===== src/rtl/shift_arb2.sv =====
// Two-requester round-robin arbiter feeding one shared left barrel shifter,
// with a one-entry valid/ready result register. Optional SHIFT_ARB2_STATS_EN adds grant counters.
module shift_arb2 #(
    parameter int WIDTH = 16,
    parameter int AMTW  = 5
) (
    input  logic             clk,
    input  logic             rst,
    input  logic             req0_valid,
    output logic             req0_ready,
    input  logic [WIDTH-1:0] req0_data,
    input  logic [AMTW-1:0]  req0_amt,
    input  logic             req1_valid,
    output logic             req1_ready,
    input  logic [WIDTH-1:0] req1_data,
    input  logic [AMTW-1:0]  req1_amt,
    output logic [WIDTH-1:0] sh_inp,
    output logic [AMTW-1:0]  sh_amt,
    input  logic [WIDTH-1:0] sh_out,
    output logic             res_valid,
    input  logic             res_ready,
    output logic [WIDTH-1:0] res_data,
    output logic             res_id
`ifdef SHIFT_ARB2_STATS_EN
    ,
    output logic [15:0]      grant_cnt0,
    output logic [15:0]      grant_cnt1
`endif
);

    typedef struct packed {
        logic [WIDTH-1:0] data;
        logic [AMTW-1:0]  amt;
    } sh_req_t;

    logic    last_grant;
    logic    out_free;
    logic    grant0, grant1;
    logic    acc0, acc1, accept;
    sh_req_t sel;

    assign out_free = !res_valid | res_ready;

    // On a tie the requester that did not win the last accept goes next.
    assign grant0 = req0_valid & (!req1_valid |  last_grant);
    assign grant1 = req1_valid & (!req0_valid | !last_grant);

    assign req0_ready = grant0 & out_free;
    assign req1_ready = grant1 & out_free;

    assign acc0   = req0_valid & req0_ready;
    assign acc1   = req1_valid & req1_ready;
    assign accept = acc0 | acc1;

    // Shifter is driven from the grant alone so it keeps working while stalled.
    always_comb begin
        sel = '0;
        if (grant0)
            sel = '{data: req0_data, amt: req0_amt};
        else if (grant1)
            sel = '{data: req1_data, amt: req1_amt};
    end

    assign sh_inp = sel.data;
    assign sh_amt = sel.amt;

    always_ff @(posedge clk) begin
        if (rst) begin
            res_valid  <= 1'b0;
            res_data   <= '0;
            res_id     <= 1'b0;
            last_grant <= 1'b1;
        end else if (accept) begin
            res_valid  <= 1'b1;
            res_data   <= sh_out;
            res_id     <= acc1;
            last_grant <= acc1;
        end else if (res_ready) begin
            res_valid  <= 1'b0;
        end
    end

`ifdef SHIFT_ARB2_STATS_EN
    always_ff @(posedge clk) begin
        if (rst) begin
            grant_cnt0 <= '0;
            grant_cnt1 <= '0;
        end else begin
            if (acc0 && grant_cnt0 != 16'hFFFF)
                grant_cnt0 <= grant_cnt0 + 16'd1;
            if (acc1 && grant_cnt1 != 16'hFFFF)
                grant_cnt1 <= grant_cnt1 + 16'd1;
        end
    end
`endif

endmodule


===== config.mk =====
export PLATFORM = sky130hd
export DESIGN_NAME = shift_arb2
export DESIGN_NICKNAME = d
export VERILOG_FILES = /design/src/rtl/shift_arb2.sv
export SDC_FILE = /design/constraint.sdc
export NUM_CORES = 1
export LEC_CHECK = 0
export CORE_MARGIN = 3
export CORE_UTILIZATION = 30
export CTS_BUF_LIST = sky130_fd_sc_hd__clkbuf_16
export DETAILED_ROUTE_END_ITERATION = 7
export PLACE_DENSITY = 0.75
export SLEW_MARGIN = 20
export SYNTH_ARGS = -nofsm -noshare
export SYNTH_HDL_FRONTEND = slang
export SYNTH_SLANG_ARGS = --single-unit

===== constraint.sdc =====
create_clock -name clk -period 1.8 [get_ports clk]
set_clock_uncertainty 0.2 [all_clocks]
set_input_delay 0.45 -clock clk [delete_from_list [all_inputs] [get_ports clk]]
set_output_delay 0.45 -clock clk [all_outputs]
set_load 0.03 [all_outputs]

* After elaboration in Yosys (flattened, before gate mapping)
Cells that the tools add are included.
Word-level totals: bits in registers 19, input port bits 63, logic and storage cells 23
Operators by class: multiplexer cells 4, bitwise gates (word level) 10, reduce and logical (&&, ||, !) cells 5
Operators with widths (number):
- $mux W21 | 2
- $and A1 B1 Y1 | 6
- $logic_not A1 Y1 | 4
- $or A1 B1 Y1 | 4
- $mux W1 | 2
- $reduce_bool A2 Y1 | 1

* Longest topological paths before layout
Gate-level depths: netlist of the first run.
depth in word-level cells 7, gate-level depth with buffers 5

* Worst setup path before layout of the first run
OpenSTA, ideal clock, no wires.
kind input port to output port, start input req1_valid, end output sh_inp[10], arrival time 1.143 ns, path slack 0.007 ns, stages 3, path through a21boi_2 buf_6 a22o_1
On the way: word-level cells in the longest chain between the ends 4, elaborated cells on any way between the ends 6
RTL lines:
- start, declared | line 13 | input logic req1_valid,
- $logic_not A1 Y1 | line 45 | assign grant0 = req0_valid & (!req1_valid | last_grant);
- $or A1 B1 Y1 | line 45
- $and A1 B1 Y1 | line 45
- $mux W21 * | line 58 | if (grant0)
- end, declared | line 17 | output logic [WIDTH-1:0] sh_inp,
Every way passes the cells marked *; elsewhere a longest branch is shown, timed or not.

* Worst setup path in the final report of the first run
start input req1_valid, end output sh_inp[1]
The elaborated chain is that of the path after synthesis.

==> flow_summary.json, run 1 <==
{
  "status": "complete, but fails checks",
  "violations": "setup timing",
  "worstHoldStart": "res_data[11]",
  "peakVddDrop_mv": 0.5650,
  "rows": 21,
  "ys_seq_elements": 19,
  "cts-root-buf": "clkbuf_16",
  "first_global_vias": 1363,
  "finalHoldViolCount": 0,
  "ys.warnings.count": 0,
  "grt_pass1_wl_um": 6568,
  "place.gp.congestion": 0.6713,
  "setup_slack_ns": -0.2002,
  "clock_latency_ns": 0.25,
  "worst_setup_path_start_kind": "primary input",
  "post-place-ws_ns": -0.5493,
  "critPathRequiredTime_ns": 1.15,
  "final_cells": 280,
  "ctsHoldBuffers": 0,
  "slowest_stage": "a22o_1",
  "crit_type": "primary input to output port",
  "die_h_um": 67.81,
  "diodes": 0,
  "r2r_setup_slack_ns": 0.44,
  "syn2layout_area_growth_pct": 122.9,
  "place_inst": 267,
  "timing.final.crit_share_pct": 111.1,
  "drtIter0Drc": 55,
  "maxSlewHeadroom_pct": 77.90,
  "placed_area_um2": 2225,
  "holdCritPathClass": "register to register",
  "slew_viol_final": 0,
  "holdWs_ns": 0.2607,
  "p_leak_nw": 1.115,
  "first_pass_iters": 4,
  "syn_inst": 117,
  "power_density_nw_per_um2": 642.3,
  "r2r_cells": 7,
  "drt_wl_total_um": 4514,
  "grt_max_degree": 34,
  "cts_tree": "built",
  "crit_path_cell_trace": "buf_8 > a21boi_4 > buf_6 > clkbuf_16 > a22o_1 > buf_6",
  "min_period_ns": 2.000,
  "initial_core_util_pct": 32.80,
  "synth.area.top_cells": "dfxtp_1, a22o_1, nand3b_1",
  "crit_path_max_fanout": 5,
  "rr_endpoint": "res_id",
  "place_hpwl_um": 3227,
  "cts_buffer_depth": 2,
  "die_area_um2": 4598,
  "cts_num_sinks": 19,
  "synth_top_area_share_pct": 33.19,
  "grt_usage_pct": 18.66,
  "cts_buffers": 3,
  "synth_top_area_cell": "dfxtp_1",
  "wire_per_inst_um": 16.12,
  "fp.dieW_um": 67.81,
  "arrival_ns": 1.35,
  "drc": 0,
  "seq_area_frac_synth_pct": 33.19,
  "synthDistinctLibCells": 25,
  "nets": 298,
  "clk_pin_slew_worst_paths_ns": 0.05,
  "antenna_left": 0,
  "port_buffers": 103,
  "reg2reg_from": "last_grant",
  "ctsHtreeMaxLevel": 1,
  "via_per_inst": 4.943,
  "endpoint_kind": "output port",
  "grt_antenna_before_repair": 0,
  "vias": 1384,
  "synth_area_um2": 1146,
  "drive_gt1_share_pct": 34.19,
  "worst_slew_pin_slew_ns": 0.3329,
  "cp_common_cell": "buf_6",
  "fmax_mhz": 499.9,
  "io_pins": 104,
  "coreArea_um2": 3495,
  "hold-path-endpoint": "res_data[11]",
  "syn_avg_cell_area_um2": 9.796,
  "post-route-cell-area_um2": 2555,
  "rsz0062_at_grt": "yes",
  "synth_nets": 180,
  "cap_violations": 0,
  "grt-ovfl-total": 0,
  "slowest_delay_ns": 0.24,
  "finalSetupViolCount": 23,
  "min_path_cells": 2
}
## flip-flops by register name, indices dropped and copies added (netlist names)
name / flops
res_id: 1
last_grant: 1
res_valid: 1
res_data: 16
## synthesized netlist by cell type
library cell,count
a22o_2,1
nand2b_2,1
clkbuf_1,1
nor2_4,1
a22o_1,20
nor2_1,1
clkbuf_8,1
buf_6,6
dfxtp_1,19
o21ai_0,7
nand2b_1,1
a21oi_1,13
buf_4,4
nand2_1,1
a211o_1,1
o21ai_2,10
a21boi_2,1
nand3b_1,16
and2_4,1
and3_1,1
nor2b_1,1
inv_1,2
buf_12,1
a21oi_2,5
nand2_4,1
## worst max-delay path, delay by kind of cell
kind	cells	cell delay, ns
compound gates	2	0.38
buf+inv	4	0.52
## what timing repair did
action / in CTS / in global routing
buffers inserted: 4 / 2
pin swaps: 21 / 6
hold endpoints to repair: 0 / 0
gates resized for setup: 66 / 5
endpoints found under the setup margin: 41 / 23
cloned: 3 / 1
## through the flow
stage          total power [mW]  utilization, %  setup TNS, ns
6_report                  1.641           73.11         -3.627
5_1_grt                   1.714           73.11         -4.494
3_3_place_gp              1.113           63.66         -12.62
3_5_place_dp              1.119           63.66         -13.60
4_1_cts                   1.645           71.93         -3.235
2_1_floorplan            0.8042               -              0
## area by class of cell
class / instances / area [um^2]
clock buffers: 3 / 75.07
fillers: 256 / 939.7
repair buffers: 125 / 1341
flip-flops and latches: 19 / 384.1
multi-input cells: 84 / 684.4
inverters: 2 / 7.507
clock inverters: 1 / 5.005
well taps: 46 / 57.56
## cells by family after synthesis
family / count (synthesis) / synth area share [%]
simple gates: 25 / 16.27
flops: 19 / 33.19
buf+inv: 15 / 12.44
compound gates: 58 / 38.10
## power by group
group / switching, mW / internal, mW / total, mW
Sequential: 0.0188 / 0.451 / 0.470
Clock: 0.154 / 0.297 / 0.451
Combinational: 0.328 / 0.392 / 0.720
## worst max-delay path by stage
stage,start,endpoint,slack (ns),cells after the start
2_1_floorplan,req1_valid,sh_inp[10],0.007,3
3_3_place_gp,req1_valid,sh_inp[11],-0.52,5
3_5_place_dp,req1_valid,sh_inp[13],-0.55,5
4_1_cts,last_grant,sh_inp[15],-0.17,5
5_1_grt,last_grant,sh_inp[6],-0.23,5
6_report,req1_valid,sh_inp[1],-0.20,6
## placed cells by master, fill, tap and decap left out, types with 2 or more instances in the layout
cell type        instances
nand3b_1                16
o21ai_2                 10
buf_4                   13
a21oi_2                  5
clkdlybuf4s50_1         59
dfxtp_1                 18
dlygate4sd2_1           18
buf_6                   24
buf_16                   2
and2_4                   2
nand2b_4                 2
clkbuf_16                4
a22o_1                  18
a21oi_1                 13
a22o_4                   3
o21ai_0                  7
buf_12                   6
## routing by layer
metal / global-route usage (%) / up-vias / wire length [um]
met4: 4.715 / 0 / 19
met5: 0 / - / 0
met3: 5.583 / 4 / 565
met1: 20.28 / 631 / 1675
met2: 34.99 / 76 / 2254
li1: - / 673 / -
(Power assumes the default switching activity.)
==> run 2, diff against run 1 <==
--- a/config.mk
+++ b/config.mk
@@ -5,6 +5,7 @@
 export SDC_FILE = /design/constraint.sdc
 export NUM_CORES = 1
 export LEC_CHECK = 0
+export CAP_MARGIN = 20
 export CORE_MARGIN = 3
 export CORE_UTILIZATION = 30
 export CTS_BUF_LIST = sky130_fd_sc_hd__clkbuf_16
==> results of run 2 <==
Final layout, timing and power as in run 1 (identical DEF).
==> run 3, diff against run 2 <==
--- a/config.mk
+++ b/config.mk
@@ -15,3 +15,4 @@
 export SYNTH_ARGS = -nofsm -noshare
 export SYNTH_HDL_FRONTEND = slang
 export SYNTH_SLANG_ARGS = --single-unit
+export TNS_END_PERCENT = 20
==> run 3 against run 2 <==
  * The run still ends with setup timing left
  * Largest cell class unchanged
  * Die area stayed put
  * Via count is 1.3% lower
  * Critical endpoint is now sh_inp[6]
  * Register-to-register slack better by 0.04 ns
  * Fmax hardly changed
  * Wire length is 0.93% lower
  * First-iteration DRC count is 7.3% higher
  * Combinational power is 1% lower
==> flow_summary.json, run 3 (same netlist as run 1, synthesis figures left out) <==
{
  "status": "complete, but fails checks",
  "violations": "setup timing",
  "io_pins": 104,
  "cts_buffers": 3,
  "place.gp.congestion": 0.6713,
  "finalPower_mw": 1.634,
  "setup_tns_ns": -3.521,
  "slowest_stage": "a22o_1",
  "ctsHoldBuffers": 0,
  "die_h_um": 67.81,
  "critPathRequiredTime_ns": 1.15,
  "coreArea_um2": 3495,
  "rows": 21,
  "drc": 0,
  "cp_num_buf_inv": 4,
  "grt_max_degree": 34,
  "crit_path_cell_trace": "buf_8 > a21boi_4 > buf_6 > clkbuf_16 > a22o_1 > buf_6",
  "via_per_inst": 4.914,
  "drive_gt1_share_pct": 33.62,
  "die_area_um2": 4598,
  "crit_path_max_fanout": 5,
  "cts_tree": "built",
  "endpoint_kind": "output port",
  "worst_slew_pin_slew_ns": 0.3327,
  "startpoint": "req1_valid",
  "clock_latency_ns": 0.25,
  "wire_per_inst_um": 16.09,
  "rsz0062_at_grt": "yes",
  "nets": 296,
  "fmax_mhz": 499.6,
  "peakVddDrop_mv": 0.5692,
  "clk_pin_slew_worst_paths_ns": 0.05,
  "finalHoldViolCount": 0,
  "p_leak_nw": 1.103,
  "setup_slack_ns": -0.2015,
  "finalSetupViolCount": 23,
  "path_delay_family": "buffers and inverters",
  "cap_violations": 0,
  "r2r_cells": 4,
  "final_cell_mix": "clkdlybuf4s50_1, buf_6, dlygate4sd2_1",
  "post-route-cell-area_um2": 2531,
  "worst_setup_path_start_kind": "primary input",
  "diodes": 0,
  "grt-ovfl-total": 0,
  "critPathCapture": "sh_inp[6]",
  "first_global_vias": 1361,
  "cts-root-buf": "clkbuf_16",
  "top_register": "res_data",
  "syn2layout_area_growth_pct": 120.9,
  "cts_buffer_depth": 2,
  "cp_common_cell": "buf_6",
  "drt_wl_total_um": 4472,
  "slowest_delay_ns": 0.24,
  "grt_antenna_before_repair": 0,
  "reg2reg_from": "res_valid",
  "timing.final.crit_share_pct": 111.2,
  "port_buffers": 103,
  "power_density_nw_per_um2": 645.7,
  "maxSlewHeadroom_pct": 77.91,
  "layout_commonest_cell": "clkdlybuf4s50_1",
  "rr_endpoint": "res_data[13]",
  "slew_viol_final": 0,
  "fp.dieW_um": 67.81,
  "min_period_ns": 2.001,
  "grt_usage_pct": 18.59,
  "vias": 1366,
  "placed_area_um2": 2225,
  "antenna_left": 0,
  "initial_core_util_pct": 32.80,
  "crit_type": "primary input to output port",
  "arrival_ns": 1.35,
  "place_hpwl_um": 3227,
  "drtIter0Drc": 59,
  "largest_reg_flops": 16,
  "ctsHtreeMaxLevel": 1,
  "r2r_setup_slack_ns": 0.48,
  "first_pass_iters": 4,
  "grt_pass1_wl_um": 6548,
  "min_path_cells": 2,
  "cp.depth": 6,
  "cts_num_sinks": 19,
  "holdCritPathClass": "register to register"
}
run 3: cell count changes in the layout (fill, tap and decap cells not counted), sizes merged:
cell,before,now
buf,46,44
dlygate4sd2,18,19
clkdlybuf4s15,1,0
run 3: metal layers:
metal	GRT usage [%]	wire length, um
met1	20.18	1664
met2	34.87	2225
met3	5.583	571
met4	4.715	10
met5	0	0
run 3: layout make-up:
cell class                      count  area (um^2)
Multi-Input combinational cell     84        684.4
Fill cell                         260        963.4
Tap cell                           46        57.56
Clock buffer                        3        75.07
Clock inverter                      1        5.005
Timing Repair Buffer              123         1318
Inverter                            2        7.507
Sequential cell                    19        384.1
run 3: worst min path at each step:
stage                               to  slack (ns)    startpoint
after floorplan             last_grant        0.27    last_grant
after global placement     res_data[6]        0.25   res_data[6]
after detailed placement   res_data[8]        0.26   res_data[8]
after CTS                 res_data[11]        0.27  res_data[11]
after global routing            res_id        0.28        res_id
final                     res_data[11]        0.26  res_data[11]
run 3: where the power goes:
group | total, mW | switching, mW | leakage, nW | internal (mW)
Combinational | 0.713 | 0.327 | 0.904 | 0.386
Clock | 0.451 | 0.154 | 0.0409 | 0.297
Sequential | 0.470 | 0.0188 | 0.157 | 0.451
run 3: worst reg2reg max path: stages, from the launching register on:
cell     delay, ns
dfxtp_1       0.37
nor2b_2       0.24
buf_4         0.19
o21ai_0       0.09
a21oi_1       0.15
run 3: through the flow:
| step | hold WS, ns | util (%) | instances | setup WS (ns) |
|---|---|---|---|---|
| 6_report | 0.2607 | 72.43 | 278 | -0.2015 |
| 3_3_place_gp | 0.2500 | 63.66 | 267 | -0.5188 |
| 3_5_place_dp | 0.2616 | 63.66 | 267 | -0.5493 |
| 5_1_grt | 0.2785 | 72.43 | 278 | -0.2249 |
| 4_1_cts | 0.2657 | 71.57 | 277 | -0.1776 |
| 2_1_floorplan | 0.2707 | - | 117 | 0.007312 |
run 3: what timing repair did:
| item | CTS | global route |
|---|---|---|
| resized for setup | 64 | 3 |
| pin swaps | 20 | 5 |
| setup buffers | 3 | 0 |
| cloned | 3 | 1 |
| setup endpoints to repair | 41 | 23 |
